## config.mk

```make
export PLATFORM = sky130hd
export DESIGN_NAME = writeback_unit
export DESIGN_NICKNAME = d
export VERILOG_FILES = /design/src/rtl/miniRISC_wb_pkg.sv /design/src/rtl/wb_timeout_counter.sv /design/src/rtl/writeback_unit.sv
export SDC_FILE = /design/constraint.sdc
export NUM_CORES = 1
export LEC_CHECK = 0
export CORE_UTILIZATION = 41
export CTS_CLUSTER_DIAMETER = 30
export DETAILED_ROUTE_END_ITERATION = 7
export PLACE_DENSITY = 0.85
export SLEW_MARGIN = 40
export SYNTH_ARGS = -nofsm -noshare
export SYNTH_HDL_FRONTEND = slang
export SYNTH_HIERARCHICAL = 1
export SYNTH_SLANG_ARGS = --single-unit
```

## constraint.sdc

```tcl
create_clock -name clk -period 3.6 [get_ports clk]
set_clock_uncertainty 0.15 [all_clocks]
set_input_delay 1.08 -clock clk [delete_from_list [all_inputs] [get_ports clk]]
set_output_delay 1.08 -clock clk [all_outputs]
set_load 0.005 [all_outputs]
```

## src/rtl/miniRISC_wb_pkg.sv

```systemverilog
// Shared encodings for the miniRISC writeback stage and register-file write select.
package miniRISC_wb_pkg;

  localparam logic [1:0] WB_SRC_NONE = 2'b00;
  localparam logic [1:0] WB_SRC_ALU  = 2'b01;
  localparam logic [1:0] WB_SRC_MEM  = 2'b10;
  localparam logic [1:0] WB_SRC_LINK = 2'b11;

  localparam logic [1:0] WB_DEST_NONE = 2'b00;
  localparam logic [1:0] WB_DEST_R31  = 2'b01;
  localparam logic [1:0] WB_DEST_REG1 = 2'b10;
  localparam logic [1:0] WB_DEST_REG2 = 2'b11;

  typedef enum logic [1:0] {
    ST_IDLE     = 2'b00,
    ST_WAIT_MEM = 2'b01,
    ST_COMMIT   = 2'b10
  } wb_state_t;

endpackage

```

## src/rtl/wb_timeout_counter.sv

```systemverilog
// Load-wait cycle counter; o_expire flags the last counted WAIT_MEM cycle.
module wb_timeout_counter #(
  parameter int MEM_TIMEOUT = 16,
  parameter int TO_W        = $clog2(MEM_TIMEOUT + 1)
) (
  input  logic clk,
  input  logic rst,
  input  logic i_clear,
  input  logic i_enable,
  output logic o_expire
);

  logic [TO_W-1:0] r_cnt;

  always_ff @(posedge clk) begin
    if (rst || i_clear)
      r_cnt <= '0;
    else if (i_enable)
      r_cnt <= r_cnt + TO_W'(1);
  end

  assign o_expire = (r_cnt == TO_W'(MEM_TIMEOUT - 1));

endmodule

```

## src/rtl/writeback_unit.sv

```systemverilog
// miniRISC writeback stage: selects ALU/load/link result and issues a one-cycle
// register-file commit, abandoning loads that exceed MEM_TIMEOUT wait cycles.
module writeback_unit
  import miniRISC_wb_pkg::*;
#(
  parameter int DATA_W      = 32,
  parameter int MEM_TIMEOUT = 16,
  parameter int TO_W        = $clog2(MEM_TIMEOUT + 1)
) (
  input  logic              clk,
  input  logic              rst,
  input  logic              wb_valid,
  output logic              wb_ready,
  input  logic [1:0]        wb_src,
  input  logic [1:0]        wb_dest,
  input  logic [DATA_W-1:0] alu_result,
  input  logic [DATA_W-1:0] pc_plus1,
  input  logic [DATA_W-1:0] mem_rdata,
  input  logic              mem_rvalid,
  output logic [1:0]        writeReg,
  output logic [DATA_W-1:0] writeData,
  output logic              wb_done,
  output logic              mem_err
);

  wb_state_t         r_state;
  wb_state_t         w_next;
  logic [1:0]        r_src;
  logic [1:0]        r_dest;
  logic [DATA_W-1:0] r_data;
  logic              r_err;
  logic              w_accept;
  logic              w_expire;
  logic              w_wait;
  logic              w_timeout;
  logic              w_cnt_en;

  assign w_accept  = wb_valid && (r_state == ST_IDLE);
  assign w_wait    = (r_state == ST_WAIT_MEM);
  // rvalid in the final counted cycle takes priority over the timeout
  assign w_timeout = w_wait && !mem_rvalid && w_expire;
  assign w_cnt_en  = w_wait && !mem_rvalid && !w_expire;

  wb_timeout_counter #(
    .MEM_TIMEOUT(MEM_TIMEOUT),
    .TO_W       (TO_W)
  ) u_timeout (
    .clk     (clk),
    .rst     (rst),
    .i_clear (w_accept),
    .i_enable(w_cnt_en),
    .o_expire(w_expire)
  );

  always_ff @(posedge clk) begin
    if (rst)
      r_state <= ST_IDLE;
    else
      r_state <= w_next;
  end

  always_comb begin
    w_next = r_state;
    case (r_state)
      ST_IDLE:     if (w_accept) w_next = (wb_src == WB_SRC_MEM) ? ST_WAIT_MEM : ST_COMMIT;
      ST_WAIT_MEM: if (mem_rvalid || w_expire) w_next = ST_COMMIT;
      ST_COMMIT:   w_next = ST_IDLE;
      default:     w_next = ST_IDLE;
    endcase
  end

  always_ff @(posedge clk) begin
    if (w_accept) begin
      r_src  <= wb_src;
      r_dest <= wb_dest;
    end else if (w_timeout) begin
      r_dest <= WB_DEST_NONE;
    end
  end

  // r_data doubles as the writeData register, so it holds between commits
  always_ff @(posedge clk) begin
    if (rst)
      r_data <= '0;
    else if (w_accept && (wb_src == WB_SRC_ALU))
      r_data <= alu_result;
    else if (w_accept && (wb_src == WB_SRC_LINK))
      r_data <= pc_plus1;
    else if (w_wait && mem_rvalid)
      r_data <= mem_rdata;
  end

  always_ff @(posedge clk) begin
    if (rst)
      r_err <= 1'b0;
    else if (w_timeout)
      r_err <= 1'b1;
  end

  assign wb_ready  = (r_state == ST_IDLE);
  assign wb_done   = (r_state == ST_COMMIT);
  assign writeReg  = ((r_state == ST_COMMIT) && (r_src != WB_SRC_NONE)) ? r_dest : WB_DEST_NONE;
  assign writeData = r_data;
  assign mem_err   = r_err;

endmodule

```

==> impl_metrics.csv, run 1 <==
group,metric,value,unit
floorplanning,die_w,77.8,µm
floorplanning,start_util,42.8,%
yosys,syn_nets,309,
timing,fmax,0.324,GHz
timing,setup_viol,0,
timing,period_needed,3.08,ns
yosys,synth.most_common_cell,"dfxtp_1",
global_routing,grt_remaining_overflow,0,
worst_setup_path,arrival,1.85,ns
placed_design,port_buffers,140,
global_routing,grt.total_usage,21.5,%
placed_design,routabilityCongestion,0.781,
floorplanning,coreArea,5510,µm²
detailed_routing,num_vias,2093,
placed_design,dp_hpwl,4750,µm
yosys,synth_flop_cell,"dfxtp_1",
detailed_routing,drc,0,
clock_network,cts_resized,0,
worst_setup_path,crit_buf_inv,1,
yosys,synth_edf_count,4,
timing,hold_violations,0,
worst_setup_path,r2r_slack,1.37,ns
global_routing,grt_max_degree,35,
pwr,power.leakage,1.39,nW
worst_setup_path,cp_max_fo,10,
min_path,hold_start,"writeData[25]$_SDFFE_PP0P_",
worst_setup_path,critical_path_class,"register to output pin",
worst_setup_path,cp_slowest_stage_delay,0.57,ns
yosys,ys_ff_latch,44,
timing,max_slew_margin,59.2,%
yosys,yosysSeqAreaShare,39.1,%
timing,slew_violations,0,
detailed_routing,ant_nets,0,
yosys,synth.top_cell.area_share,34.0,%
min_path,hold_end,"writeData[25]$_SDFFE_PP0P_",
global_routing,grt_pass1_vias,2068,
detailed_routing,wirelength,6410,µm
worst_setup_path,worstPathRequired,2.37,ns
floorplanning,rows,27,
detailed_routing,wl_per_cell,15.6,µm
clock_network,htree_levels,2,
placed_design,place_ws,0.448,ns
clock_network,cts_inserted_buffers,5,
detailed_routing,dr.pass1.iters,4,
pwr,powerDensity,326,nW/µm²
pwr,irDropWorstVdd,0.000269,V
job,max-cap-violations,0,
timing,tightest_slew,0.612,ns
detailed_routing,first_iter_violations,88,
worst_setup_path,r2r_cells,7,
global_routing,antenna_found_initial,0,
final_layout,diodes,0,
clock_network,hold_buffers,0,
min_path,hold_class,"register to register",
clock_network,clk_pin_slew,0.10,ns
floorplanning,io-pin-count,141,
timing,setup_tns,0,ns
yosys,synth.avg_cell_area,11.6,µm²
worst_setup_path,end_kind,"output pin",
worst_setup_path,r2r-start,"u_timeout/r_cnt[0]$_SDFFE_PP0P_",
worst_setup_path,cpMaxStageDelayCell,"dfxtp_1",
clock_network,clockBufferDepth,2,
final_layout,drive_above_1_share,15.6,%
timing,setup_slack,0.518,ns
global_routing,grt_pass1_wl,10300,µm
yosys,synth_async_sr_flop_share,0,%
clock_network,cts.sinks,44,
yosys,syn_area,2350,µm²
worst_setup_path,crit_path_start_kind,"register",
yosys,synth_commonest_cells,"40 x dfxtp_1, 33 x mux2i_1, 32 x mux2_2, 32 x o2bb2ai_1, 7 x nor2_1",
yosys,yosys_warnings,6,
final_layout,area_growth,65.4,%
timing,rsz0062_at_grt,"no",
detailed_routing,routed_via_density,5.08,
clock_network,worstSkewPairLatency,0.30,ns
yosys,synth_top_area_cell,"dfxtp_1",
floorplanning,die_y,77.8,µm
clock_network,cts-root-buf,"clkbuf_8",
worst_setup_path,crit_family,"flip-flops",
clock_network,cts_tree,"built",
final_layout,fin_nets,445,
run_status,status,"complete, no violations",
floorplanning,dieArea,6050,µm²
worst_setup_path,reg2reg_to,"u_timeout/r_cnt[1]$_SDFFE_PP0P_",
yosys,synth_cell_types,35,
yosys,synth_area_leaders,"dfxtp_1 34%, mux2_2 15%, mux2i_1 14%, o2bb2ai_1 12%, edfxtp_1 5.1%",
timing,period_share,85.6,%
yosys,syn_inst,203,
worst_setup_path,crit_chain,"nor2b_1 -> o21a_1 -> and2_1 -> clkdlybuf4s50_1",
clock_network,post_cts_buffers,0,
min_path,holdPathStages,1,
## metrics by stage
stage / hold slack (ns) / instances / util, % / power (mW) / cell area, µm²
2_1_floorplan: 0.306 / 203 / - / 0.714 / 2350
3_3_place_gp: 0.293 / 404 / 68.7 / 0.908 / 3780
3_5_place_dp: 0.297 / 404 / 68.7 / 0.914 / 3780
4_1_cts: 0.323 / 412 / 70.7 / 1.28 / 3890
5_1_grt: 0.343 / 412 / 70.7 / 1.33 / 3890
6_report: 0.321 / 412 / 70.7 / 1.27 / 3890
## how the worst max path moves through the flow
stage / startpoint / end / slack [ns] / cells past startpoint
finish: r_state[1]$_SDFFE_PP0P_ / writeReg[1] / 0.52 / 4
global route: r_state[1]$_SDFFE_PP0P_ / writeReg[1] / 0.35 / 4
CTS: r_state[1]$_SDFFE_PP0P_ / writeReg[1] / 0.50 / 4
detailed placement: wb_valid / writeData[2]$_SDFFE_PP0P_ / 0.45 / 5
global placement: wb_valid / writeData[30]$_SDFFE_PP0P_ / 0.46 / 5
floorplan: mem_rvalid / u_timeout/r_cnt[3]$_SDFFE_PP0P_ / 1.21 / 4
## area by class of cell
class	instances	area [µm²]
Clock buffer	6	93.8
Clock inverter	2	16.3
Fill cell	417	1610
Inverter	2	7.51
Multi-Input combinational cell	140	1310
Sequential cell	44	921
Tap cell	72	90.1
Timing Repair Buffer	146	1460
## sequential cells by signal (all words and copies together) (netlist names)
name,count
u_timeout/r_cnt,5
mem_err,1
r_src,2
writeData,32
r_dest,2
r_state,2
## cell families (layout without fill, tap and decap cells)
group,Yosys count,after routing,synth area share [%]
multiplexers,66,66,30.0
flip-flops,44,44,39.1
AO/OA/AOI/OAI,43,43,15.7
AND/OR/NAND/NOR,28,28,7.86
buffers and inverters,19,156,5.90
adder cells (fa/ha/maj),2,2,1.06
XOR/XNOR,1,1,0.372
## worst reg2reg max path: stages, from the launching register on
cell,delay [ns]
dfxtp_1,0.35
ha_1,0.24
and3_1,0.19
ha_1,0.22
nor4b_1,0.47
buf_4,0.27
mux2i_1,0.19
nor2_1,0.05
## report_power, final
| part | leakage [nW] | total [mW] | switching (mW) | internal, mW |
|---|---|---|---|---|
| registers | 0.365 | 0.556 | 0.0248 | 0.531 |
| logic | 0.967 | 0.346 | 0.114 | 0.232 |
| clock network | 0.0530 | 0.366 | 0.185 | 0.181 |
## layout by cell type (no fill, tap or decap), types with 3 or more instances in the layout
cell and instances:
clkdlybuf4s50_1 140, dfxtp_1 40, mux2i_1 33, mux2_2 32, o2bb2ai_1 32, nor2_1 7
clkbuf_8 5, buf_4 5, edfxtp_1 4, and2_1 3, nand3b_1 3, a21oi_1 3
and3_1 3
## routing by layer
layer | global-route usage, % | vias up | wire [µm]
li1 | - | 1041 | -
met1 | 26.3 | 954 | 2790
met2 | 37.2 | 91 | 3000
met3 | 5.53 | 7 | 554
met4 | 5.47 | 0 | 73
met5 | 0 | - | 0
Power figures use the tool's default switching activity.
==> run 2: changes to the inputs <==
==> constraint.sdc (replaced) <==
create_clock -name clk -period 3.6 [get_ports clk]
set_clock_uncertainty 0.15 [all_clocks]
set_input_delay 0.9 -clock clk [delete_from_list [all_inputs] [get_ports clk]]
set_output_delay 0.9 -clock clk [all_outputs]
set_load 0.005 [all_outputs]
==> run 2 against run 1 <==
Compared with the run above: design area is 1.0% lower; first-iteration DRC count is 24% lower; critical path depth stayed put; critical path type unchanged.
==> impl_metrics.csv, run 2 (same netlist as run 1, synthesis figures left out) <==
group,metric,value,unit
global_routing,antenna_found_initial,0,
placed_design,place_ws,0.678,ns
worst_setup_path,end_kind,"output pin",
timing,slew_violations,0,
timing,period_share,80.2,%
global_routing,grt_remaining_overflow,0,
placed_design,dp_hpwl,4870,µm
worst_setup_path,cp_max_fo,10,
clock_network,cts_tree,"built",
worst_setup_path,cp_slowest_stage_delay,0.57,ns
final_layout,drive_above_1_share,14.8,%
timing,holdWs,0.316,ns
final_layout,utilization,70.0,%
floorplanning,io-pin-count,141,
clock_network,clk_pin_slew,0.08,ns
final_layout,area_growth,63.7,%
floorplanning,rows,27,
floorplanning,die_y,77.8,µm
worst_setup_path,crit_buf_inv,1,
worst_setup_path,worstPathRequired,2.55,ns
pwr,p_switching,290,µW
detailed_routing,dr.pass1.iters,4,
pwr,seqPwrFrac,47.0,%
run_status,status,"complete, no violations",
clock_network,htree_levels,2,
worst_setup_path,arrival,1.84,ns
clock_network,cts.sinks,44,
clock_network,cts_inserted_buffers,5,
detailed_routing,first_iter_violations,67,
clock_network,post_cts_buffers,0,
global_routing,grt_pass1_vias,2167,
timing,fmax,0.346,GHz
detailed_routing,wl_per_cell,15.6,µm
min_path,hold_class,"register to register",
timing,max_slew_margin,62.0,%
placed_design,place_area,3780,µm²
worst_setup_path,crit_chain,"nor2b_1 -> o21a_1 -> and2_1 -> clkdlybuf4s50_1",
final_layout,diodes,0,
detailed_routing,ant_nets,0,
placed_design,dp.cells,403,
pwr,powerDensity,307,nW/µm²
global_routing,grt_pass1_wl,10000,µm
timing,setup_slack,0.713,ns
clock_network,cts-root-buf,"clkbuf_8",
detailed_routing,wirelength,6380,µm
job,max-cap-violations,0,
pwr,power.leakage,1.37,nW
placed_design,routabilityCongestion,0.788,
worst_setup_path,crit_family,"flip-flops",
pwr,power.internal,894,µW
pwr,p_clk_share,23.7,%
timing,setup_tns,0,ns
pwr,switching_share,24.5,%
timing,hold_violations,0,
timing,rsz0062_at_grt,"no",
final_layout,final_common_cell,"clkdlybuf4s50_1",
clock_network,cts_resized,0,
floorplanning,die_w,77.8,µm
final_layout,final_cells,410,
floorplanning,dieArea,6050,µm²
detailed_routing,routed_via_density,5.09,
pwr,irDropWorstVdd,0.000308,V
timing,setup_viol,0,
global_routing,grt.total_usage,20.5,%
final_layout,final_cell_mix,"140 x clkdlybuf4s50_1, 40 x dfxtp_1, 33 x mux2i_1, 32 x mux2_2, 32 x o2bb2ai_1",
clock_network,worstSkewPairLatency,0.28,ns
final_layout,largest_reg_flops,32,
final_layout,fin_area,3850,µm²
timing,tightest_slew,0.570,ns
placed_design,port_buffers,140,
clock_network,clockBufferDepth,2,
global_routing,grt_max_degree,35,
detailed_routing,drc,0,
pwr,combinationalPowerShare,29.3,%
final_layout,fin_nets,444,
floorplanning,start_util,42.8,%
worst_setup_path,critical_path_class,"register to output pin",
worst_setup_path,cpMaxStageDelayCell,"dfxtp_1",
floorplanning,coreArea,5510,µm²
worst_setup_path,crit_path_start_kind,"register",
pwr,p_total,1.18,mW
detailed_routing,num_vias,2085,
timing,period_needed,2.89,ns
clock_network,hold_buffers,0,
run 2: changes by cell type in the layout (fill, tap and decap cells not counted):
| cell | change |
|---|---|
| inv_6 | -1 |
| buf_4 | -1 |
| clkbuf_16 | -1 |
| clkbuf_1 | +1 |
| clkinv_2 | +1 |
| clkinvlp_4 | -1 |
run 2: worst paths after layout:
check | start | end | slack [ns] | depth (start not counted)
min reg2reg | writeData[29]$_SDFFE_PP0P_ | writeData[29]$_SDFFE_PP0P_ | 0.32 | 1
max reg2reg | u_timeout/r_cnt[0]$_SDFFE_PP0P_ | u_timeout/r_cnt[1]$_SDFFE_PP0P_ | 1.34 | 7
min | writeData[29]$_SDFFE_PP0P_ | writeData[29]$_SDFFE_PP0P_ | 0.32 | 1
max | r_state[1]$_SDFFE_PP0P_ | writeReg[1] | 0.71 | 4
run 2: final cells by class:
type | count | area, µm²
clock buffers | 6 | 72.6
clock inverters | 1 | 5.00
fillers | 421 | 1650
inverters | 2 | 7.51
multi-input cells | 140 | 1310
flip-flops and latches | 44 | 921
well taps | 72 | 90.1
repair buffers | 145 | 1450
run 2: power by group through the flow:
stage	logic, mW	clock network [mW]	registers, mW
global route	0.371	0.307	0.560
global placement	0.341	0	0.566
finish	0.347	0.281	0.556
detailed placement	0.349	0	0.566
floorplan	0.153	0	0.561
CTS	0.350	0.289	0.556
run 2: metal layers:
metal  vias up  GRT usage [%]  part of all wire, %
met2       110           35.6                   46
met1       928           24.1                   42
met4         0           6.23                  1.9
met5         -              0                    0
met3        11           6.00                  9.9
li1       1036              -                    -
==> run 3: changes to the inputs <==
Settings changed: CORE_UTILIZATION 41 to 38, PLACE_DENSITY 0.85 to 0.79.
Clock period 3.6 ns to 2.8 ns, I/O delays scaled along.
==> run 3 against run 2 <==
Compared with the run above: clock power grew 47%; critical endpoint is now writeReg[0]; final cell count grew 2.0%; design area grew 1.7%; flip-flop and latch count is the same; combinational power grew 31%; register-to-register slack lost 0.74 ns; highest routed layer unchanged.
==> impl_metrics.csv, run 3 (same netlist as run 1, synthesis figures left out) <==
group,metric,value,unit
pwr,power.internal,1.21,mW
worst_setup_path,crit_chain,"nor2b_1 -> o21a_1 -> and2_1 -> clkdlybuf4s50_1",
timing,hold_violations,0,
detailed_routing,first_iter_violations,45,
detailed_routing,dr.pass1.iters,4,
final_layout,largest_reg_flops,32,
floorplanning,die_w,80.7,µm
worst_setup_path,worst_setup_path_startpoint,"r_state[1]$_SDFFE_PP0P_",
worst_setup_path,cp_max_fo,10,
detailed_routing,met1_length,2630,µm
timing,setup_viol,0,
final_layout,fin_nets,449,
job,max-cap-violations,0,
floorplanning,die_y,80.7,µm
timing,fmax,0.373,GHz
placed_design,routabilityCongestion,0.706,
global_routing,antenna_found_initial,0,
placed_design,port_buffers,140,
final_layout,drive_above_1_share,16.3,%
worst_setup_path,r2r-start,"r_state[0]$_SDFFE_PP0P_",
floorplanning,start_util,39.5,%
detailed_routing,met2_length,3120,µm
global_routing,grt_pass1_vias,2063,
detailed_routing,wirelength,6360,µm
floorplanning,rows,28,
worst_setup_path,crit_family,"flip-flops",
final_layout,final_cell_mix,"139 x clkdlybuf4s50_1, 40 x dfxtp_1, 33 x mux2i_1, 32 x mux2_2, 32 x o2bb2ai_1",
pwr,combinationalPowerShare,28.7,%
detailed_routing,top_layer,"met4",
final_layout,area_growth,66.5,%
worst_setup_path,arrival,1.83,ns
timing,tightest_slew,0.579,ns
worst_setup_path,crit_cells,4,
worst_setup_path,critical_path_class,"register to output pin",
worst_setup_path,cp_slowest_stage_delay,0.56,ns
worst_setup_path,worstPathRequired,1.95,ns
pwr,switching_share,23.7,%
pwr,seqPwrFrac,45.1,%
placed_design,dp.cells,411,
global_routing,grt_pass1_wl,9650,µm
pwr,p_clk_share,26.2,%
global_routing,grt_max_degree,35,
final_layout,diodes,0,
worst_setup_path,crit_buf_inv,1,
floorplanning,dieArea,6520,µm²
final_layout,utilization,65.8,%
run_status,status,"complete, no violations",
pwr,powerDensity,403,nW/µm²
detailed_routing,num_vias,2106,
clock_network,post_cts_buffers,0,
clock_network,cts.sinks,44,
worst_setup_path,critPathCapture,"writeReg[0]",
final_layout,final_cells,418,
clock_network,cts_inserted_buffers,5,
detailed_routing,ant_nets,0,
clock_network,cts_resized,0,
pwr,p_switching,375,µW
global_routing,grt_remaining_overflow,0,
final_layout,final_common_cell,"clkdlybuf4s50_1",
detailed_routing,routed_via_density,5.04,
pwr,irDropWorstVdd,0.000241,V
detailed_routing,wl_per_cell,15.2,µm
worst_setup_path,reg2reg_to,"writeData[11]$_SDFFE_PP0P_",
timing,period_needed,2.68,ns
timing,period_share,95.9,%
clock_network,htree_levels,2,
timing,setup_slack,0.116,ns
clock_network,cts-root-buf,"clkbuf_8",
worst_setup_path,r2r_cells,6,
worst_setup_path,cpMaxStageDelayCell,"dfxtp_1",
worst_setup_path,end_kind,"output pin",
timing,max_slew_margin,61.4,%
clock_network,cts_tree,"built",
timing,slew_violations,0,
timing,setup_tns,0,ns
placed_design,place_ws,-0.0806,ns
global_routing,grt.total_usage,19.0,%
pwr,power.leakage,1.41,nW
clock_network,worstSkewPairLatency,0.28,ns
clock_network,clk_pin_slew,0.08,ns
detailed_routing,drc,0,
floorplanning,io-pin-count,141,
clock_network,hold_buffers,0,
pwr,p_total,1.58,mW
min_path,hold_class,"register to register",
floorplanning,coreArea,5960,µm²
detailed_routing,wl_met3,571,µm
placed_design,dp_hpwl,5030,µm
timing,rsz0062_at_grt,"no",
clock_network,clockBufferDepth,2,
worst_setup_path,crit_path_start_kind,"register",
worst_setup_path,r2r_slack,0.60,ns
## run 3: power groups by stage
stage / Combinational, mW / Sequential, mW / Clock (mW)
after global routing: 0.490 / 0.720 / 0.449
final: 0.453 / 0.713 / 0.414
after detailed placement: 0.459 / 0.728 / 0
after global placement: 0.446 / 0.727 / 0
after floorplan: 0.197 / 0.722 / 0
after CTS: 0.460 / 0.714 / 0.424
## run 3: worst min path at each step
stage,start,cells after the start,slack (ns),to
6_report,writeData[18]$_SDFFE_PP0P_,1,0.31,writeData[18]$_SDFFE_PP0P_
5_1_grt,writeData[13]$_SDFFE_PP0P_,1,0.33,writeData[13]$_SDFFE_PP0P_
4_1_cts,writeData[18]$_SDFFE_PP0P_,1,0.32,writeData[18]$_SDFFE_PP0P_
3_5_place_dp,writeData[14]$_SDFFE_PP0P_,1,0.30,writeData[14]$_SDFFE_PP0P_
3_3_place_gp,writeData[27]$_SDFFE_PP0P_,1,0.29,writeData[27]$_SDFFE_PP0P_
2_1_floorplan,writeData[0]$_SDFFE_PP0P_,1,0.31,writeData[0]$_SDFFE_PP0P_
## run 3: metrics by stage
step | hold WS, ns | instance area [µm²]
after detailed placement | 0.301 | 3820
after global routing | 0.331 | 3920
after floorplan | 0.306 | 2350
after global placement | 0.295 | 3810
after CTS | 0.319 | 3920
final | 0.314 | 3920
## run 3: per-layer routing
metal	global-route usage, %	vias up
met5	0	-
met4	3.75	0
met3	4.89	5
met2	34.7	89
met1	22.2	957
li1	-	1055
## run 3: cell type report
type / count / area [µm²]
clock buffer: 7 / 96.3
sequential: 44 / 921
inverter: 2 / 7.51
fill: 514 / 2030
multi-input combinational: 140 / 1310
timing repair buffer: 150 / 1500
tap: 75 / 93.8
